## src/rtl/tans_recoder_p.sv

```systemverilog
// tans_recoder_p
// tANS encoding stage for the Huffman-to-tANS recoder path. Takes one symbol
// per cycle, renormalises the running state X against run-time programmable
// tables (LS = symbol count, ST = start offset, ENC = next-state table), and
// emits the shifted-out bits and their count per symbol. On flush it drains
// the output register and reports the final state with a one-cycle pulse.
//
// Ports:
//   PHI, RST                 clock, synchronous active-high reset
//   CFG_WE/SEL/ADDR/DATA     table write port, honoured only while idle
//   START, INIT_STATE        begin a block, seed state (MSB forced to 1)
//   IN_VALID/IN_READY/IN_SYM symbol input handshake
//   FLUSH                    end-of-block request while running
//   O_VALID/O_READY          output beat handshake
//   O_BITS, O_NB             emitted bits (LSB-aligned) and bit count
//   FINAL_STATE/FINAL_VALID  end-of-block state and its pulse
//   BUSY, ERR                not idle; sticky zero-count symbol error
//
// state | meaning
// IDLE  | tables writable, waiting for START
// RUN   | encoding symbols
// DRAIN | flush seen, waiting for the last output beat to leave
// DONE  | FINAL_VALID pulse, back to IDLE next cycle

module tans_recoder_p #(
  parameter int SYM_W = 2,
  parameter int R     = 3,
  localparam int AW   = (SYM_W > R) ? SYM_W : R,
  localparam int NW   = $clog2(R + 1)
) (
  input  logic             PHI,
  input  logic             RST,
  input  logic             CFG_WE,
  input  logic [1:0]       CFG_SEL,
  input  logic [AW-1:0]    CFG_ADDR,
  input  logic [R:0]       CFG_DATA,
  input  logic             START,
  input  logic [R:0]       INIT_STATE,
  input  logic             IN_VALID,
  output logic             IN_READY,
  input  logic [SYM_W-1:0] IN_SYM,
  input  logic             FLUSH,
  output logic             O_VALID,
  input  logic             O_READY,
  output logic [R-1:0]     O_BITS,
  output logic [NW-1:0]    O_NB,
  output logic [R:0]       FINAL_STATE,
  output logic             FINAL_VALID,
  output logic             BUSY,
  output logic             ERR
);

  localparam int NS = 1 << SYM_W;
  localparam int L  = 1 << R;
  localparam logic [R:0] X_RESET = {1'b1, {R{1'b0}}};

  typedef enum logic [1:0] {S_IDLE, S_RUN, S_DRAIN, S_DONE} state_t;

  state_t state_q, state_nx;

  logic [R:0]   ls_tab  [NS];
  logic [R-1:0] st_tab  [NS];
  logic [R:0]   enc_tab [L];

  logic [R:0]    x_q;
  logic          o_valid_q;
  logic [R-1:0]  o_bits_q;
  logic [NW-1:0] o_nb_q;
  logic [R:0]    final_state_q;
  logic          final_valid_q;
  logic          err_q;

  logic          in_ready;
  logic          accept;
  logic [R:0]    ls_cur;
  logic [R-1:0]  st_cur;
  logic [R+1:0]  lim;
  logic [NW-1:0] nb;
  logic [R-1:0]  bits;
  logic [R-1:0]  idx;
  logic [R:0]    x_enc;
  logic          ls_zero;

  // Tables are plain storage: no reset, contents survive RST and blocks.
  always_ff @(posedge PHI) begin
    if (CFG_WE && state_q == S_IDLE) begin
      case (CFG_SEL)
        2'b00:   ls_tab[CFG_ADDR[SYM_W-1:0]] <= CFG_DATA;
        2'b01:   st_tab[CFG_ADDR[SYM_W-1:0]] <= CFG_DATA[R-1:0];
        2'b10:   enc_tab[CFG_ADDR[R-1:0]]    <= CFG_DATA;
        default: ;
      endcase
    end
  end

  // Encoder datapath for the symbol currently offered on IN_SYM.
  always_comb begin
    ls_cur  = ls_tab[IN_SYM];
    st_cur  = st_tab[IN_SYM];
    ls_zero = (ls_cur == '0);
    lim     = {ls_cur, 1'b0} - (R+2)'(1);
    // Scan downward so the last hit is the smallest shift that fits.
    // k = R always fits for a non-zero count because X >> R == 1.
    nb = NW'(R);
    for (int k = R; k >= 0; k--) begin
      if (({1'b0, x_q} >> k) <= lim) nb = NW'(k);
    end
    bits  = x_q[R-1:0] & ~({R{1'b1}} << nb);
    // Index arithmetic wraps at R bits.
    idx   = st_cur + R'(x_q >> nb) - ls_cur[R-1:0];
    x_enc = enc_tab[idx];
  end

  always_comb begin
    state_nx = state_q;
    in_ready = 1'b0;
    case (state_q)
      S_IDLE:  if (START) state_nx = S_RUN;
      S_RUN: begin
        in_ready = !o_valid_q || O_READY;
        if (FLUSH) state_nx = S_DRAIN;
      end
      S_DRAIN: if (!o_valid_q) state_nx = S_DONE;
      S_DONE:  state_nx = S_IDLE;
      default: state_nx = S_IDLE;
    endcase
  end

  assign accept = IN_VALID && in_ready;

  always_ff @(posedge PHI) begin
    if (RST) begin
      state_q       <= S_IDLE;
      x_q           <= X_RESET;
      o_valid_q     <= 1'b0;
      o_bits_q      <= '0;
      o_nb_q        <= '0;
      final_state_q <= '0;
      final_valid_q <= 1'b0;
      err_q         <= 1'b0;
    end else begin
      state_q <= state_nx;

      if (state_q == S_IDLE && START) begin
        x_q   <= {1'b1, INIT_STATE[R-1:0]};
        err_q <= 1'b0;
      end else if (accept) begin
        // A zero-count symbol is swallowed: flag it and keep X.
        if (ls_zero) err_q <= 1'b1;
        else         x_q   <= x_enc;
      end

      if (!o_valid_q || O_READY) begin
        o_valid_q <= accept && !ls_zero;
        o_bits_q  <= (accept && !ls_zero) ? bits : '0;
        o_nb_q    <= (accept && !ls_zero) ? nb   : '0;
      end

      final_valid_q <= (state_nx == S_DONE);
      if (state_nx == S_DONE) final_state_q <= x_q;
    end
  end

  assign IN_READY    = in_ready;
  assign O_VALID     = o_valid_q;
  assign O_BITS      = o_bits_q;
  assign O_NB        = o_nb_q;
  assign FINAL_STATE = final_state_q;
  assign FINAL_VALID = final_valid_q;
  assign BUSY        = (state_q != S_IDLE);
  assign ERR         = err_q;

endmodule

```

## config.mk

```make
export PLATFORM = sky130hd
export DESIGN_NAME = tans_recoder_p
export DESIGN_NICKNAME = d
export VERILOG_FILES = /design/src/rtl/tans_recoder_p.sv
export SDC_FILE = /design/constraint.sdc
export NUM_CORES = 1
export LEC_CHECK = 0
export CORE_UTILIZATION = 61
export CTS_CLUSTER_DIAMETER = 60
export DETAILED_ROUTE_END_ITERATION = 12
export PLACE_DENSITY = 0.89
export SYNTH_ARGS = -nofsm -noshare
export SYNTH_HDL_FRONTEND = slang
export SYNTH_SLANG_ARGS = --single-unit
```

## constraint.sdc

```tcl
create_clock -name PHI -period 11.05 [get_ports PHI]
set_input_delay 2.21 -clock PHI [delete_from_list [all_inputs] [get_ports PHI]]
set_output_delay 2.21 -clock PHI [all_outputs]
set_load 0.005 [all_outputs]
```

# Yosys cells after proc, flatten, opt, wreduce, memory -nomap -nowiden
# Memories as Yosys holds them, arrays and structs flattened.
# Index checks and enable logic that the tools add are counted.
# op_classes
reduce_logical	16
addsub	3
n_bitwise	3
eq_ne	7
mux	22
magnitude_cmp	3
n_shift	2
# ops
op	n
2-to-1 mux 2 bit	6
2-to-1 mux 3 bit	4
2-to-1 mux 1 bit	11
equality test 2 bit (second input constant)	4
case mux 2 bit (4 select lines)	1
AND reduction 2 bit	3
less-or-equal comparator 2 x 5 -> 1 bit	1
less-or-equal comparator 3 x 5 -> 1 bit	1
less-or-equal comparator 4 x 5 -> 1 bit	1
subtractor 5 x 1 -> 5 bit (second input constant)	1
equality test 2 x 1 -> 1 bit (second input constant)	2
logical AND 1 bit	4
zero test 2 bit	2
zero test 4 bit	1
nonzero test 2 bit	2
right shift 4 x 2 -> 3 bit	1
adder 3 bit	1
bitwise AND 3 bit	1
NOT 3 bit	1
<< shifter 3 x 2 -> 3 bit (first input constant)	1
subtractor 3 bit	1
zero test 1 bit	2
!= test 2 x 1 -> 1 bit (second input constant)	1
OR reduction 2 bit	1
2 further kinds	2
# totals
input_bits	22
word_cells	68
n_memories	3
reg_bits	18
out_inout_bits	14
ram_bits	60
# mem_list
name	depth	width	read_ports	rd_clocked_by_memory_dff	wr	line_no	text
enc_tab	8	4	1	0	1	63	logic [R:0] enc_tab [L];
ls_tab	4	4	1	0	1	61	logic [R:0] ls_tab [NS];
st_tab	4	3	1	0	1	62	logic [R-1:0] st_tab [NS];

# Depth between registers and ports, before layout
# An unclocked memory read counts as a cell.
# depth
word_depth	13
depth_mapped	24
depth_no_buf	22

# Worst setup path before layout
# Ideal clock, no wire load.
# synth_timing
kind	input to register
startpoint	in IN_SYM[0]
endpoint	reg x_q[3]
cell_stages	24
required_time_ns	10.924
setup_slack_ns	4.402
n_path_buf	2
setup_time_ns	0.126
t_arrival_ns	6.522
path_cell_list	buf_6 -> mux4_1 -> inv_1 -> ha_1 -> ha_1 -> a21o_1 -> a21oi_1 -> a41oi_1 -> nand3_1 -> mux2i_1 -> o21ai_0 -> mux2i_1 -> ha_1 -> inv_1 -> ha_1 -> inv_1 -> fa_1 -> xor2_1 -> xnor2_1 -> a211oi_1 -> nand4bb_1 -> buf_6 -> nor4_2 -> a211oi_2
# synth_via
elab_chain_cells	10
word_cells_on_any_way	16
cone_classes	3 x add/sub; 3 x order compare; 1 x shift; 3 x mux; 1 x bitwise; 2 x reduce/logical; 3 x memory
# synth_rtl
element	line_no	text
start, declared	41	input logic [SYM_W-1:0] IN_SYM,
memory (4 x 4 bit)	n/a	
subtractor 5 x 1 -> 5 bit	101	lim = {ls_cur, 1'b0} - (R+2)'(1);
less-or-equal comparator 2 x 5 -> 1 bit	106	if (({1'b0, x_q} >> k) <= lim) nb = NW'(k);
2-to-1 mux 1 bit	106	
2-to-1 mux 2 bit (2 in series)	106	
right shift 4 x 2 -> 3 bit	110	idx = st_cur + R'(x_q >> nb) - ls_cur[R-1:0];
adder 3 bit	110	
subtractor 3 bit	110	
memory (8 x 4 bit)	n/a	
end signal, assigned	145	x_q <= {1'b1, INIT_STATE[R-1:0]};
end signal, assigned	150	else x_q <= x_enc;
end, declared	65	logic [R:0] x_q;
# Several ways; a longest one is shown, not always the timed one.
# A chain may end at the register's enable or synchronous reset.

# Final worst setup path
# Ends and elaborated chain as after synthesis.

==> impl_metrics.tcl <==
set metrics [dict create \
    yosys_warnings 0 \
    syn_nets 281 \
    crit_type "input pin to register" \
    end_kind "register" \
    drv_cap 0 \
    antenna_found_initial 0 \
    route.vias.total 2159 \
    fin_util_pct 74.3 \
    min_period_over_period_pct 70.1 \
    final_common_cell "edfxtp_1" \
    clock_path_buffers 2 \
    p_leak_nw 1.40 \
    finalSetupViolCount 0 \
    p_total_mw 0.668 \
    start_kind "input pin" \
    grt_usage_pct 24.9 \
    cts-htree-levels 3 \
    gp_congestion 0.771 \
    fin_cells 360 \
    grt_max_degree 18 \
    hold_violations 0 \
    reg2regPathDepth 22 \
    ir_drop_mv 0.144 \
    synth_ff_type "edfxtp_1" \
    multiInputGateArea_um2 1320 \
    via_per_inst 6.00 \
    grt_remaining_overflow 0 \
    syn_inst 248 \
    finalSetupTns_ps 0 \
    clock-root-buffer "clkbuf_8" \
    worst_pin_slew_ps 706 \
    ys_ff_latch 78 \
    cts_resized 0 \
    final.min_clock_period_ps 7750 \
    grt_pass1_vias 2082 \
    dieWidth_um 78.5 \
    status "finished clean" \
    skew_ps 6.29 \
    fin_hold_ws_ps 484 \
    hold_start "O_NB[0]" \
    cts_tree "yes" \
    drc 0 \
    layout_common_cells "edfxtp_1 (60), clkdlybuf4s50_1 (34), nor2_1 (29)" \
    first_iter_violations 95 \
    io_pins 36 \
    postCtsHoldBufs 0 \
    drtPass1Iterations 4 \
    synth_edf_count 60 \
    area_growth_pct 16.1 \
    r2r-start "ls_tab[1][1]" \
    grt_first_pass_wirelength_um 10700 \
    cts_setup_buffers 0 \
    holdPathEnd "O_NB[0]" \
    nFillCells 366 \
    drive_above_1_share_pct 12.2 \
    wl_per_cell_um 19.1 \
    die_h_um 78.5 \
    power_density_nw_per_um2 161 \
    fin_nets 316 \
    port_buffers 34 \
    maxSlewHeadroom_pct 52.6 \
    insertedDiodeCount 0 \
    core_area_um2 5570 \
    wirelength_um 6890 \
    antenna_left 0 \
    synth_area_um2 3570 \
    cts_buffers 9 \
    critPathMaxFanout 8 \
    worstReg2RegEnd "x_q[3]" \
    clkSinkCount 78 \
    cp.required_ps 11280 \
    clk_latency_ps 350 \
    synth_area_per_cell_um2 14.4 \
    async_flop_share_pct 0 \
    clkTransAtPathRegs_ps 80 \
    dpl.cell_count 344 \
    fmax_mhz 129 \
    dieArea_um2 6160 \
    yosysSeqAreaShare_pct 60.6 \
    min_path_cells 2 \
    regArea_um2 2160 \
    hold_class "register to register" \
    place_hpwl_um 4670 \
    initial_core_util_pct 64.0 \
    slew_violations 0 \
    rsz0062_at_grt "no" \
    synth.distinct_cells 44 \
    num_rows 27 \
    cp.arrival_ps 7980 \
    r2r_slack_ps 5630 \
]
[cells in the mapped netlist (2+ instances only)]
cell	instances	area [µm²]
mux4_1	4	105
mux2i_1	7	70.1
o311ai_2	3	48.8
a21o_1	4	30.0
ha_1	9	113
a22oi_1	2	15.0
nor2_1	29	109
a21oi_1	8	40.0
o21ai_0	3	15.0
fa_1	2	40.0
edfxtp_1	60	1800
nor3_1	6	30.0
dfxtp_1	18	360
clkbuf_1	7	26.3
buf_6	2	22.5
nand3_1	8	40.0
inv_1	9	33.8
nand4b_1	4	35.0
a31oi_1	2	12.5
nand2b_1	6	37.5
nand3b_1	2	15.0
xor2_1	2	17.5
nand2_1	14	52.6
mux4_2	11	248
xnor2_1	7	61.3
[per-stage QoR]
step / instance area, µm² / worst slack [ps]
2_1_floorplan: 3570 / 4400
3_3_place_gp: 3940 / 3200
3_5_place_dp: 3940 / 2960
4_1_cts: 4140 / 3320
5_1_grt: 4140 / 2930
6_report: 4140 / 3300
[how the worst max path moves through the flow]
stage | startpoint | end | slack (ps) | depth (start not counted)
floorplan | IN_SYM[0] | x_q[3] | 4400 | 24
global placement | IN_SYM[0] | x_q[3] | 3200 | 23
detailed placement | IN_SYM[0] | x_q[3] | 2960 | 23
CTS | IN_SYM[0] | x_q[3] | 3320 | 23
global route | IN_SYM[0] | x_q[3] | 2930 | 23
finish | IN_SYM[0] | x_q[3] | 3300 | 23
[worst max-delay path, stage by stage]
cell and delay, ps:
clkdlybuf4s50_1 720, mux4_1 700, inv_1 150, ha_1 290, ha_1 340, a21o_1 120
a21oi_1 70, a41oi_1 320, nand3_1 150, mux2i_1 140, o21ai_0 160, mux2i_1 120
ha_1 300, inv_1 70, ha_1 150, inv_1 50, fa_1 370, xor2_1 160
xnor2_1 310, a211oi_1 100, nand4bb_1 510, nor4_2 410, a211oi_2 50
[sequential cells by signal (all words and copies together) (netlist names)]
register and count:
ls_tab 16, O_BITS 3, O_VALID 1, FINAL_STATE 4, st_tab 12, state_q 2, FINAL_VALID 1, O_NB 2
ERR 1, enc_tab 32, x_q 4
[cells by family after synthesis]
group | Yosys count | synth area share (%)
AND/OR/NAND/NOR | 79 | 12.0
multiplexers | 22 | 11.9
buffers and inverters | 19 | 2.46
AO/OA/AOI/OAI | 30 | 6.53
flip-flops | 78 | 60.6
adder cells (fa/ha/maj) | 11 | 4.28
XOR/XNOR | 9 | 2.21
[layout make-up]
type,instances,share of cell area [%]
clock buffer,9,2.99
inverter,9,0.816
clock inverter,7,1.78
tap,72,2.18
multi-input combinational,151,31.8
sequential,78,52.2
timing repair buffer,34,8.22
[where the power goes]
part | internal (mW) | leakage [nW] | switching, mW
combinational | 0.0592 | 0.610 | 0.0715
clock | 0.105 | 0.0996 | 0.105
sequential | 0.320 | 0.687 | 0.00641
total | 0.485 | 1.40 | 0.183
[layer usage]
layer / track usage (%) / routed length [µm] / vias to the layer above
met5: 0 / 0 / -
met4: 14.4 / 241 / 0
met3: 6.05 / 345 / 15
met2: 41.1 / 3420 / 63
met1: 29.7 / 2880 / 1054
li1: - / - / 1027
(Power assumes the default switching activity.)
==> RTL edit, RTL diff (config.mk and constraints unchanged) <==
Encoding of `state_t`: now Gray code (2 bits for 4 states).
--- a/src/rtl/tans_recoder_p.sv
+++ b/src/rtl/tans_recoder_p.sv
@@ -54,7 +54,7 @@
   localparam int L  = 1 << R;
   localparam logic [R:0] X_RESET = {1'b1, {R{1'b0}}};
 
-  typedef enum logic [1:0] {S_IDLE, S_RUN, S_DRAIN, S_DONE} state_t;
+  typedef enum logic [1:0] {S_IDLE = 2'b00, S_RUN = 2'b01, S_DRAIN = 2'b11, S_DONE = 2'b10} state_t;
 
   state_t state_q, state_nx;
 
Check against the original RTL: same outputs for any inputs over 4 cycles, from zero or initial values and one cycle with RST high; so few cycles prove little.
==> RTL edit against the original RTL <==
Sequential cell count is the same; worst hold slack gained 0.011 ns; clock skew grew 0.00059 ns; design area shrank 2.3%; wire length shrank 4.7%; total power shrank 2.5%; worst setup slack lost 0.27 ns; area after synthesis shrank 2.2%.
==> RTL edit: results <==
{
  "finClkSkew_ns": 0.00688,
  "peakVddDrop_v": 0.000113,
  "final_cells": 361,
  "leakage_nw": 1.38,
  "grt_max_degree": 17,
  "grt_pass1_vias": 2199,
  "final_nets": 317,
  "r2r_slack_ns": 5.36,
  "synth-seq-area-share_pct": 62.0,
  "gp_congestion": 0.802,
  "synth-compound-area-share_pct": 5.96,
  "outcome": "completed",
  "worst_pin_slew_ns": 0.715,
  "via_per_inst": 6.10,
  "grt_usage_pct": 24.1,
  "grt_pass1_wl_um": 10700,
  "holdWs_ns": 0.494,
  "synthXorXnorAreaFrac_pct": 2.26,
  "cp_data_arrival_time_ns": 8.24,
  "drt-initial-drc-count": 146,
  "synthesis.nets": 282,
  "synthAdderAreaFrac_pct": 4.38,
  "dp_cells": 345,
  "muxShareOfSynthArea_pct": 11.4,
  "synth_top_area_share_pct": 51.7,
  "hpwl_um": 4850,
  "clockRootBuffer": "clkbuf_8",
  "clk_pin_slew_ns": 0.08,
  "yosysUniqueCellTypes": 46,
  "synth.avg_cell_area_um2": 14.0,
  "synthTopCellsByCount": "edfxtp_1 (60), nor2_1 (32), dfxtp_1 (18), mux4_2 (15), nand2_1 (15)"
}
RTL edit: stage by stage:
step	util, %	area (um^2)	worst slack [ns]
6_report	73.4	4040	3.03
2_1_floorplan	-	3490	3.97
3_3_place_gp	70.3	3870	2.88
3_5_place_dp	70.3	3870	2.69
5_1_grt	73.4	4040	2.60
4_1_cts	73.4	4040	2.99
RTL edit: cell families (layout without fill, tap and decap cells):
family | Yosys count | in the layout
compound gates | 29 | 29
fa+ha+maj | 11 | 11
flops | 78 | 78
mux | 21 | 21
buf+inv | 18 | 58
simple gates | 83 | 83
xor+xnor | 9 | 9
RTL edit: worst paths after layout:
check / to / start / depth (start not counted)
worst max-delay path: x_q[3] / IN_SYM[0] / 23
worst min-delay path: ERR / ERR / 2
worst max register to register: x_q[3] / ls_tab[3][0] / 22
worst min register to register: ERR / ERR / 2
RTL edit: routing by layer:
layer	GRT usage [%]	part of all wire [%]	vias up
met1	30.2	42	1089
li1	-	-	1019
met4	8.87	1.7	0
met2	41.8	52	83
met5	0	0	-
met3	4.35	4.8	12
RTL edit: final cells by class:
cell class / instances / area [um^2] / area share [%]
clock inverters: 6 / 46.3 / 1.14
repair buffers: 34 / 340 / 8.42
well taps: 72 / 90.1 / 2.23
inverters: 8 / 30.0 / 0.743
multi-input cells: 153 / 1250 / 30.8
flip-flops and latches: 78 / 2160 / 53.5
clock buffers: 10 / 128 / 3.16
RTL edit: worst max-delay path: stages:
cell             delay [ns]
clkdlybuf4s50_1        0.73
mux4_2                 0.69
inv_1                  0.10
ha_1                   0.27
ha_1                   0.33
a21o_1                 0.11
a21oi_1                0.07
a41o_1                 0.24
or3_1                  0.44
mux2i_1                0.14
mux2i_1                0.15
o21ai_0                0.13
ha_1                   0.30
inv_1                  0.06
ha_1                   0.13
inv_1                  0.04
fa_1                   0.38
xor2_1                 0.16
xnor2_1                0.29
a211oi_1               0.08
nand4bb_1              0.41
or4_1                  0.62
o311a_1                0.15
RTL edit: report_power, final:
part	total, mW	switching [mW]	internal (mW)
combinational	0.137	0.0713	0.0657
clock	0.187	0.104	0.0827
sequential	0.327	0.00717	0.320
total	0.651	0.183	0.469
